File: config.mk
export PLATFORM = sky130hd
export DESIGN_NAME = line_clear_sequencer
export DESIGN_NICKNAME = d
export VERILOG_FILES = /design/src/rtl/line_clear_sequencer.sv
export SDC_FILE = /design/constraint.sdc
export NUM_CORES = 1
export LEC_CHECK = 0
export BUFFER_PORTS_ARGS = -buffer_cell sky130_fd_sc_hd__buf_2
export CAP_MARGIN = 0
export CORE_ASPECT_RATIO = 0.7
export CORE_UTILIZATION = 40
export DETAILED_ROUTE_END_ITERATION = 10
export PLACE_DENSITY = 0.7
export SLEW_MARGIN = 10
export SYNTH_ARGS = -nofsm -noshare
export SYNTH_HDL_FRONTEND = slang
export SYNTH_SLANG_ARGS = --single-unit
File: constraint.sdc
create_clock -name clk -period 4.7 [get_ports clk]
set_input_delay 0.705 -clock clk [delete_from_list [all_inputs] [get_ports clk]]
set_output_delay 0.705 -clock clk [all_outputs]
set_load 0.02 [all_outputs]
File: src/rtl/line_clear_sequencer.sv
// line_clear_sequencer
//
// Runs the playfield line-clear sequence after each piece lock and computes the
// attack that lock produces.
//   IDLE   : wait for lock_valid; capture the full-row mask and the T-spin flag.
//   ANIM   : hold for CLEAR_DELAY cycles so the clear animation can play.
//   SHIFT  : issue one row-collapse command per full row, lowest index first,
//            over a valid/ready handshake.
//   REPORT : one-cycle done pulse carrying the per-lock results.
// The per-lock results and the combo/B2B state are all registered on the edge
// that enters REPORT. As a result, b2b_active already shows the updated value
// during done, while combo_count shows the streak as it stood before this lock.
//
// Ports
//   clk, rst_l            clock, asynchronous active-low reset
//   game_start            synchronous abort; also zeroes the combo and B2B state
//   lock_valid, tspin     single-cycle lock event and its T-spin qualifier
//   lines_full            per-row full flags, sampled only on an accepted lock
//   shift_ready           playfield accepts the current shift command
//   busy                  high from the accepted lock through the done cycle
//   shift_valid/shift_row row-collapse command to the playfield
//   done                  single-cycle pulse: the result outputs below are valid
//   lines_this_lock       rows cleared by this lock, saturated at 4
//   lines_sent            garbage lines generated by this lock
//   combo_count           clearing-lock streak before this lock (saturates at 31)
//   b2b_active            back-to-back bonus is armed
module line_clear_sequencer #(
  parameter int PLAYFIELD_ROWS = 20,
  parameter int CLEAR_DELAY    = 30
) (
  input  logic                      clk,
  input  logic                      rst_l,
  input  logic                      game_start,
  input  logic                      lock_valid,
  input  logic                      tspin,
  input  logic [PLAYFIELD_ROWS-1:0] lines_full,
  input  logic                      shift_ready,
  output logic                      busy,
  output logic                      shift_valid,
  output logic [4:0]                shift_row,
  output logic                      done,
  output logic [2:0]                lines_this_lock,
  output logic [3:0]                lines_sent,
  output logic [4:0]                combo_count,
  output logic                      b2b_active
);

  // The counter only needs to hold CLEAR_DELAY-1.
  localparam int CNT_W = (CLEAR_DELAY > 1) ? $clog2(CLEAR_DELAY) : 1;

  typedef enum logic [1:0] {
    S_IDLE,
    S_ANIM,
    S_SHIFT,
    S_REPORT
  } state_e;

  state_e                    state_q;
  logic [PLAYFIELD_ROWS-1:0] mask_q;
  logic                      tspin_q;
  logic [2:0]                n_q;         // saturated row count of mask_q
  logic [CNT_W-1:0]          cnt_q;
  logic                      busy_q;
  logic                      shift_valid_q;
  logic [4:0]                shift_row_q;
  logic                      done_q;
  logic [2:0]                lines_this_lock_q;
  logic [3:0]                lines_sent_q;
  logic [4:0]                combo_count_q;  // streak shown to the outside
  logic [4:0]                combo_q;        // live streak, already updated
  logic                      b2b_q;

  // Combinational next-state helpers.
  logic [PLAYFIELD_ROWS-1:0] mask_d;      // mask after the current handshake
  logic                      handshake;
  logic                      rpt_fire;    // this edge enters REPORT
  logic [2:0]                rpt_n;
  logic                      rpt_ts;
  logic                      rpt_difficult;
  logic [3:0]                rpt_sent;

  // Returns the lowest-index set row. Deleting a row moves only the rows above
  // it, so handling rows in ascending order keeps the remaining indices valid.
  function automatic logic [4:0] lowest_row(input logic [PLAYFIELD_ROWS-1:0] m);
    logic [4:0] r;
    r = '0;
    for (int i = PLAYFIELD_ROWS - 1; i >= 0; i--) begin
      if (m[i]) r = 5'(i);
    end
    return r;
  endfunction

  // Counts the full rows, saturating at 4.
  function automatic logic [2:0] sat_count(input logic [PLAYFIELD_ROWS-1:0] m);
    logic [5:0] c;
    c = '0;
    for (int i = 0; i < PLAYFIELD_ROWS; i++) begin
      c = c + 6'(m[i]);
    end
    return (c > 6'd4) ? 3'd4 : c[2:0];
  endfunction

  // Attack = base + B2B bonus + combo bonus.
  function automatic logic [3:0] attack(input logic [2:0] n, input logic ts,
                                        input logic b2b, input logic [4:0] combo);
    logic [3:0] base;
    logic [3:0] combo_bonus;
    logic       difficult;
    if (ts) begin
      base = {n, 1'b0};
    end else begin
      case (n)
        3'd2:    base = 4'd1;
        3'd3:    base = 4'd2;
        3'd4:    base = 4'd4;
        default: base = 4'd0;
      endcase
    end
    difficult = (n == 3'd4) || (ts && (n != 3'd0));
    if (n == 3'd0)           combo_bonus = 4'd0;
    else if (combo == 5'd0)  combo_bonus = 4'd0;
    else if (combo <= 5'd2)  combo_bonus = 4'd1;
    else if (combo <= 5'd4)  combo_bonus = 4'd2;
    else if (combo <= 5'd6)  combo_bonus = 4'd3;
    else                     combo_bonus = 4'd4;
    return base + {3'b000, difficult && b2b} + combo_bonus;
  endfunction

  // NOTE: every variable in an always_comb gets a default before any branch,
  // so that no path leaves it unassigned and no latch is inferred.
  always_comb begin
    mask_d        = mask_q & ~(PLAYFIELD_ROWS'(1) << shift_row_q);
    handshake     = (state_q == S_SHIFT) && shift_valid_q && shift_ready;
    rpt_fire      = 1'b0;
    rpt_n         = n_q;
    rpt_ts        = tspin_q;
    if (state_q == S_IDLE) begin
      // A zero-line lock is reported straight from IDLE. Its row count is zero
      // by definition and its T-spin flag comes from the input.
      rpt_fire = lock_valid && (lines_full == '0);
      rpt_n    = 3'd0;
      rpt_ts   = tspin;
    end else if (handshake && (mask_d == '0)) begin
      rpt_fire = 1'b1;
    end
    rpt_difficult = (rpt_n == 3'd4) || (rpt_ts && (rpt_n != 3'd0));
    rpt_sent      = attack(rpt_n, rpt_ts, b2b_q, combo_q);
  end

  // NOTE: sequential state uses non-blocking assignments only. Every register
  // then samples the values from before the edge, whatever the statement order.
  always_ff @(posedge clk or negedge rst_l) begin
    if (!rst_l) begin
      state_q           <= S_IDLE;
      mask_q            <= '0;
      tspin_q           <= 1'b0;
      n_q               <= '0;
      cnt_q             <= '0;
      busy_q            <= 1'b0;
      shift_valid_q     <= 1'b0;
      shift_row_q       <= '0;
      done_q            <= 1'b0;
      lines_this_lock_q <= '0;
      lines_sent_q      <= '0;
      combo_count_q     <= '0;
      combo_q           <= '0;
      b2b_q             <= 1'b0;
    end else if (game_start) begin
      // Abort any sequence, including a lock arriving in the same cycle.
      state_q       <= S_IDLE;
      mask_q        <= '0;
      cnt_q         <= '0;
      busy_q        <= 1'b0;
      shift_valid_q <= 1'b0;
      done_q        <= 1'b0;
      combo_count_q <= '0;
      combo_q       <= '0;
      b2b_q         <= 1'b0;
    end else begin
      done_q <= 1'b0;

      case (state_q)
        S_IDLE: begin
          if (lock_valid) begin
            busy_q  <= 1'b1;
            mask_q  <= lines_full;
            tspin_q <= tspin;
            n_q     <= sat_count(lines_full);
            if (lines_full != '0) begin
              state_q <= S_ANIM;
              cnt_q   <= CNT_W'(CLEAR_DELAY - 1);
            end else begin
              state_q <= S_REPORT;
            end
          end
        end

        S_ANIM: begin
          if (cnt_q == '0) begin
            state_q       <= S_SHIFT;
            shift_valid_q <= 1'b1;
            shift_row_q   <= lowest_row(mask_q);
          end else begin
            cnt_q <= cnt_q - 1'b1;
          end
        end

        S_SHIFT: begin
          // While shift_ready is low the command is held unchanged.
          if (handshake) begin
            mask_q <= mask_d;
            if (mask_d == '0) begin
              state_q       <= S_REPORT;
              shift_valid_q <= 1'b0;
            end else begin
              shift_row_q <= lowest_row(mask_d);
            end
          end
        end

        S_REPORT: begin
          state_q <= S_IDLE;
          busy_q  <= 1'b0;
        end

        default: state_q <= S_IDLE;
      endcase

      if (rpt_fire) begin
        done_q            <= 1'b1;
        lines_this_lock_q <= rpt_n;
        lines_sent_q      <= rpt_sent;
        combo_count_q     <= combo_q;
        if (rpt_n != 3'd0) begin
          combo_q <= (combo_q == 5'd31) ? 5'd31 : combo_q + 5'd1;
        end else begin
          combo_q <= 5'd0;
        end
        // A zero-line lock leaves B2B alone. Any other clear either arms it
        // (difficult clear) or breaks it.
        if (rpt_difficult) begin
          b2b_q <= 1'b1;
        end else if (rpt_n != 3'd0) begin
          b2b_q <= 1'b0;
        end
      end
    end
  end

  assign busy            = busy_q;
  assign shift_valid     = shift_valid_q;
  assign shift_row       = shift_row_q;
  assign done            = done_q;
  assign lines_this_lock = lines_this_lock_q;
  assign lines_sent      = lines_sent_q;
  assign combo_count     = combo_count_q;
  assign b2b_active      = b2b_q;

endmodule

Yosys cells after proc, flatten, opt, wreduce, memory -nomap -nowiden. Index checks and enable logic that the tools add are counted.

Flip-flop bits (word level): 57. Output and inout port bits: 21. Word-level logic and storage cells: 184.

$add $sub $neg: 23. Magnitude comparators: 4. Eq/ne operators: 16. Shifts and indexed selects: 1. Mux-type cells: 92. Bitwise gates (word level): 3. Reductions and logical operators: 31.

Operators with widths (count): 5-bit 2-to-1 mux (53); 6-bit by 1-bit adder with 6-bit output (14); 20-bit 2-to-1 mux (3); 20-bit zero test (2); 20-bit one-hot mux with 2 select lines (1); 3-bit 2-to-1 mux (7); 20-bit bitwise AND (1); 20-bit NOT (1); 5-bit one-hot mux with 2 select lines (2); 20-bit nonzero test (1); 1-bit by 5-bit left shift with 20-bit output, first input constant (1); 3-bit nonzero test (6); 1-bit 2-to-1 mux (15); 2-bit 2-to-1 mux (6); 3-bit inequality test, second input constant (4); 4-bit AND reduction (3); 5-bit by 3-bit <= comparator with 1-bit output, second input constant (2); 5-bit zero test (2); 3-bit one-hot mux with 3 select lines (1); 2-bit one-hot mux with 4 select lines (1); 5-bit by 1-bit adder with 6-bit output (1); 3-bit by 2-bit equality test with 1-bit output, second input constant (2); 6-bit by 3-bit greater-than comparator with 1-bit output, second input constant (1); 1-bit logical AND (6); other kinds (25) (34).

Longest topological paths before layout.
Depth after elaboration: 26. Gate-level depth with buffers: 15.

Worst setup path before layout. Ideal clock, no wire load.

Kind: input port to flip-flop. Start point: in lines_full[0]. End point: reg n_q[2]. Arrival: 4.349 ns. Data required time: 4.579 ns. Path slack: 0.230 ns. Stages on the path: 14. Path buffers: 0. Cell sequence: fa_1 -> inv_1 -> fa_1 -> fa_1 -> fa_1 -> fa_1 -> inv_1 -> ha_1 -> inv_1 -> fa_1 -> inv_1 -> o21ai_0 -> nand4_1 -> o22a_1.

Longest elaborated chain between the ends: 21.

RTL lines: start, declared (line 36) `input logic [PLAYFIELD_ROWS-1:0] lines_full,`; 1-bit by 1-bit adder with 2-bit output * (line 98) `c = c + 6'(m[i]);`; 2-bit by 1-bit adder with 3-bit output * (line 98); 3-bit by 1-bit adder with 4-bit output * (line 98); 4-bit by 1-bit adder with 5-bit output * (line 98); 5-bit by 1-bit adder with 6-bit output * (line 98); 6-bit by 1-bit adder with 6-bit output * (14 in a row) (line 98); 6-bit by 3-bit greater-than comparator with 1-bit output (line 100) `return (c > 6'd4) ? 3'd4 : c[2:0];`; 3-bit 2-to-1 mux * (line 100); end signal, assigned (line 188) `n_q <= sat_count(lines_full);`; end, declared (line 61) `logic [2:0] n_q;`.

Mark *: on every way between the ends. The rest lies on a longest branch, timed or not. A chain may end at the register's enable or synchronous reset.

Worst setup path in the final report. Same ends and word-level chain as after synthesis.

==> metrics.txt <==
status finished clean; GP Congestion 0.9747; Ports between 40 and 50; CTS root buf clkbuf_16; CTS tree done; Async S/R FF share, synth 1.000; Mapped Nets 570; first-pass GRT wire length 20210 um; Seq/Total Area, Yosys 0.3236; Core Region 0.01051 sq mm; Sinks on Clock Net 57; most used cell, CP fa_1; DRT Pass-1 Iters 5; CP required about 5000 ps; share of cells above drive strength 1 0.1488; DP Wirelength approximately 9000 um; CTS H-tree lvls 3; clk_lat worst skew 330 ps; Area contributors post-synth dfrtp_1 (32%), fa_1 (7.3%), mux2i_1 (5.9%); Synth cell types 54; Design Area, Final 0.005076 sq mm; post-cts sizing count 0; Hold Crit Depth 1; hold_sp lines_sent[3]; CTS Hold Buffers Added 0; WHS Endpoint lines_sent[3]; PwrDens about 600 mW/mm^2; Least-Margin Pin Slew 830.6 ps; Pins Over Slew Limit 0; Total GRT Usage 0.2268; MaxCap Viol Count 0; crit-path max cell delay 550 ps; Critical Path Start Type input port; maximum clock path buffer count 2; TritonCTS Buffers 9; Core Rows 31; Routed Wire Length 12180 um; die area 0.01145 sq mm; routed vias 4018; Worst R2R Path Depth 8; initial DRC count 258; Final nets 608; Final Hold Viols 0; vias in the first global route slightly below 4000; Avg Inst Size Synth between 8 and 9 sq um; Clock Skews 5.541 ps; Die Width 127.5 um; post-route minimum period 4404 ps; Setup TNS 0 ps; final period utilization 0.9370; final core occ 0.4829; total gr overflow 0; Top Family by Delay on Critical Path adder cells; clock-pin slew on the worst setup and hold paths 50 ps; DRC Markers 0; Leak Pwr between 0.002 and 0.0025 uW; crit-path cells buf_2 -> fa_1 -> inv_1 -> fa_1 -> fa_1 -> fa_1 -> fa_1 -> inv_1 -> ha_1 -> inv_1 -> fa_1 -> inv_1 -> o21ai_1 -> nand4_1 -> o22a_1; area post-placement 0.004761 sq mm; Die Span Y 89.83 um; leading area contributor after synthesis dfrtp_1; RSZ-0062 raised after global routing no; CP Capture Type flip-flop; remaining antenna violation count 0; Slew headroom 0.4462; initial antenna violation count 0; Bufs and invs on worst path 5; ANT cells 0; largest net degree at the start of global routing 58; Post-Synthesis Cells 509; top cells by count, synth dfrtp_1 (57), inv_1 (52), o21ai_0 (49), nor2_1 (46), nand2_1 (41); worst min path class reg -> reg; crit path max fanout 3; vias per inst around 5.7; Crit Path Class in -> reg; Post CTS Setup Buffer Count 0; most frequent cell after synthesis dfrtp_1; Critical R2R Launch shift_row[0]; Synth Flop Type dfrtp_1; Avg WL per Cell 17.43 um; Starting Density 0.4194; Buffers on Ports 46; synthesized cell area 0.004408 sq mm; final setup fails 0; Synth Register Bits 57; Critical-path top delay cell fa_1; maximum clock rate around 0.23 GHz; Peak VDD IR 362.9 uV; Synth warnings 0; top cell type's share of synthesized area 0.3236; CP arrival 4620 ps; area delta synth->final 15.16%; RR Endpoint combo_q[4]; R2R Setup Slk 1080 ps; number of synthesized flops with an enable pin 0
logic make-up (layout without fill, tap and decap cells):
logic type | Yosys count | count (layout) | synth area share
mux | 37 | 37 | 0.08714
fa+ha+maj | 35 | 35 | 0.1266
buf+inv | 76 | 118 | 0.06699
flops | 57 | 57 | 0.3236
simple gates | 156 | 156 | 0.1723
xor+xnor | 5 | 5 | 0.009937
compound gates | 143 | 143 | 0.2135
cell type report:
| class | count | area [sq um] |
|---|---|---|
| multi-input combinational | 376 | 2686 |
| clock buffer | 13 | 280.3 |
| inverter | 52 | 195.2 |
| clock inverter | 2 | 35.03 |
| fill | 995 | 5435 |
| timing repair buffer | 51 | 267.8 |
| sequential | 57 | 1426 |
| tap | 148 | 185.2 |
worst max-delay path by stage:
| stage | end | startpoint | cells past startpoint | slack [ps] |
|---|---|---|---|---|
| 2_1_floorplan | n_q[2] | lines_full[0] | 14 | 230 |
| 3_3_place_gp | n_q[2] | lines_full[0] | 15 | 20 |
| 3_5_place_dp | n_q[2] | lines_full[0] | 15 | -80 |
| 4_1_cts | n_q[2] | lines_full[0] | 15 | 250 |
| 5_1_grt | n_q[2] | lines_full[0] | 15 | 50 |
| 6_report | n_q[2] | lines_full[0] | 15 | 300 |
metal layers:
layer | part of all wire | up-vias | track usage
met5 | 0 | - | 0
met4 | 0.016 | 0 | 0.08135
met3 | 0.088 | 23 | 0.05417
met2 | 0.43 | 193 | 0.3206
met1 | 0.47 | 1921 | 0.3337
li1 | - | 1881 | -
power by group:
| part | switching (uW) | internal [uW] |
|---|---|---|
| Clock | 225 | 464 |
| Combinational | 936 | 609 |
| Sequential | 243 | 615 |
flip-flops by register name, summed over array words and instances, names as in the netlist, 2 cells and up:
name             cells
lines_sent           4
shift_row            5
cnt_q                5
state_q              2
combo_q              5
combo_count          5
lines_this_lock      3
mask_q              20
n_q                  3
cell usage in the layout (no fill, tap or decap), types with 6 or more instances in the layout:
cell / instances
nor2_1: 46
nand2b_1: 6
inv_1: 52
nand3_1: 12
o21ai_0: 48
a31oi_1: 6
nand2_1: 41
mux2_2: 11
clkbuf_16: 9
nor2b_1: 10
ha_1: 19
o21a_1: 14
dfrtp_1: 57
nor3_1: 12
a211oi_1: 14
a21oi_1: 21
mux2i_1: 26
buf_2: 46
fa_1: 16
per-stage QoR:
| stage | total power, uW | setup slack (ps) | hold slack (ps) | cells |
|---|---|---|---|---|
| final | 3091 | 296.3 | 501.1 | 699 |
| after global routing | 3310 | 54.97 | 521.4 | 699 |
| after CTS | 3059 | 248.8 | 504.1 | 699 |
| after detailed placement | 2349 | -81.92 | 492.9 | 684 |
| after global placement | 2291 | 16.79 | 487.4 | 684 |
| after floorplan | 1924 | 230.0 | 409.4 | 509 |
No activity file was read; power rests on OpenSTA's default activity.
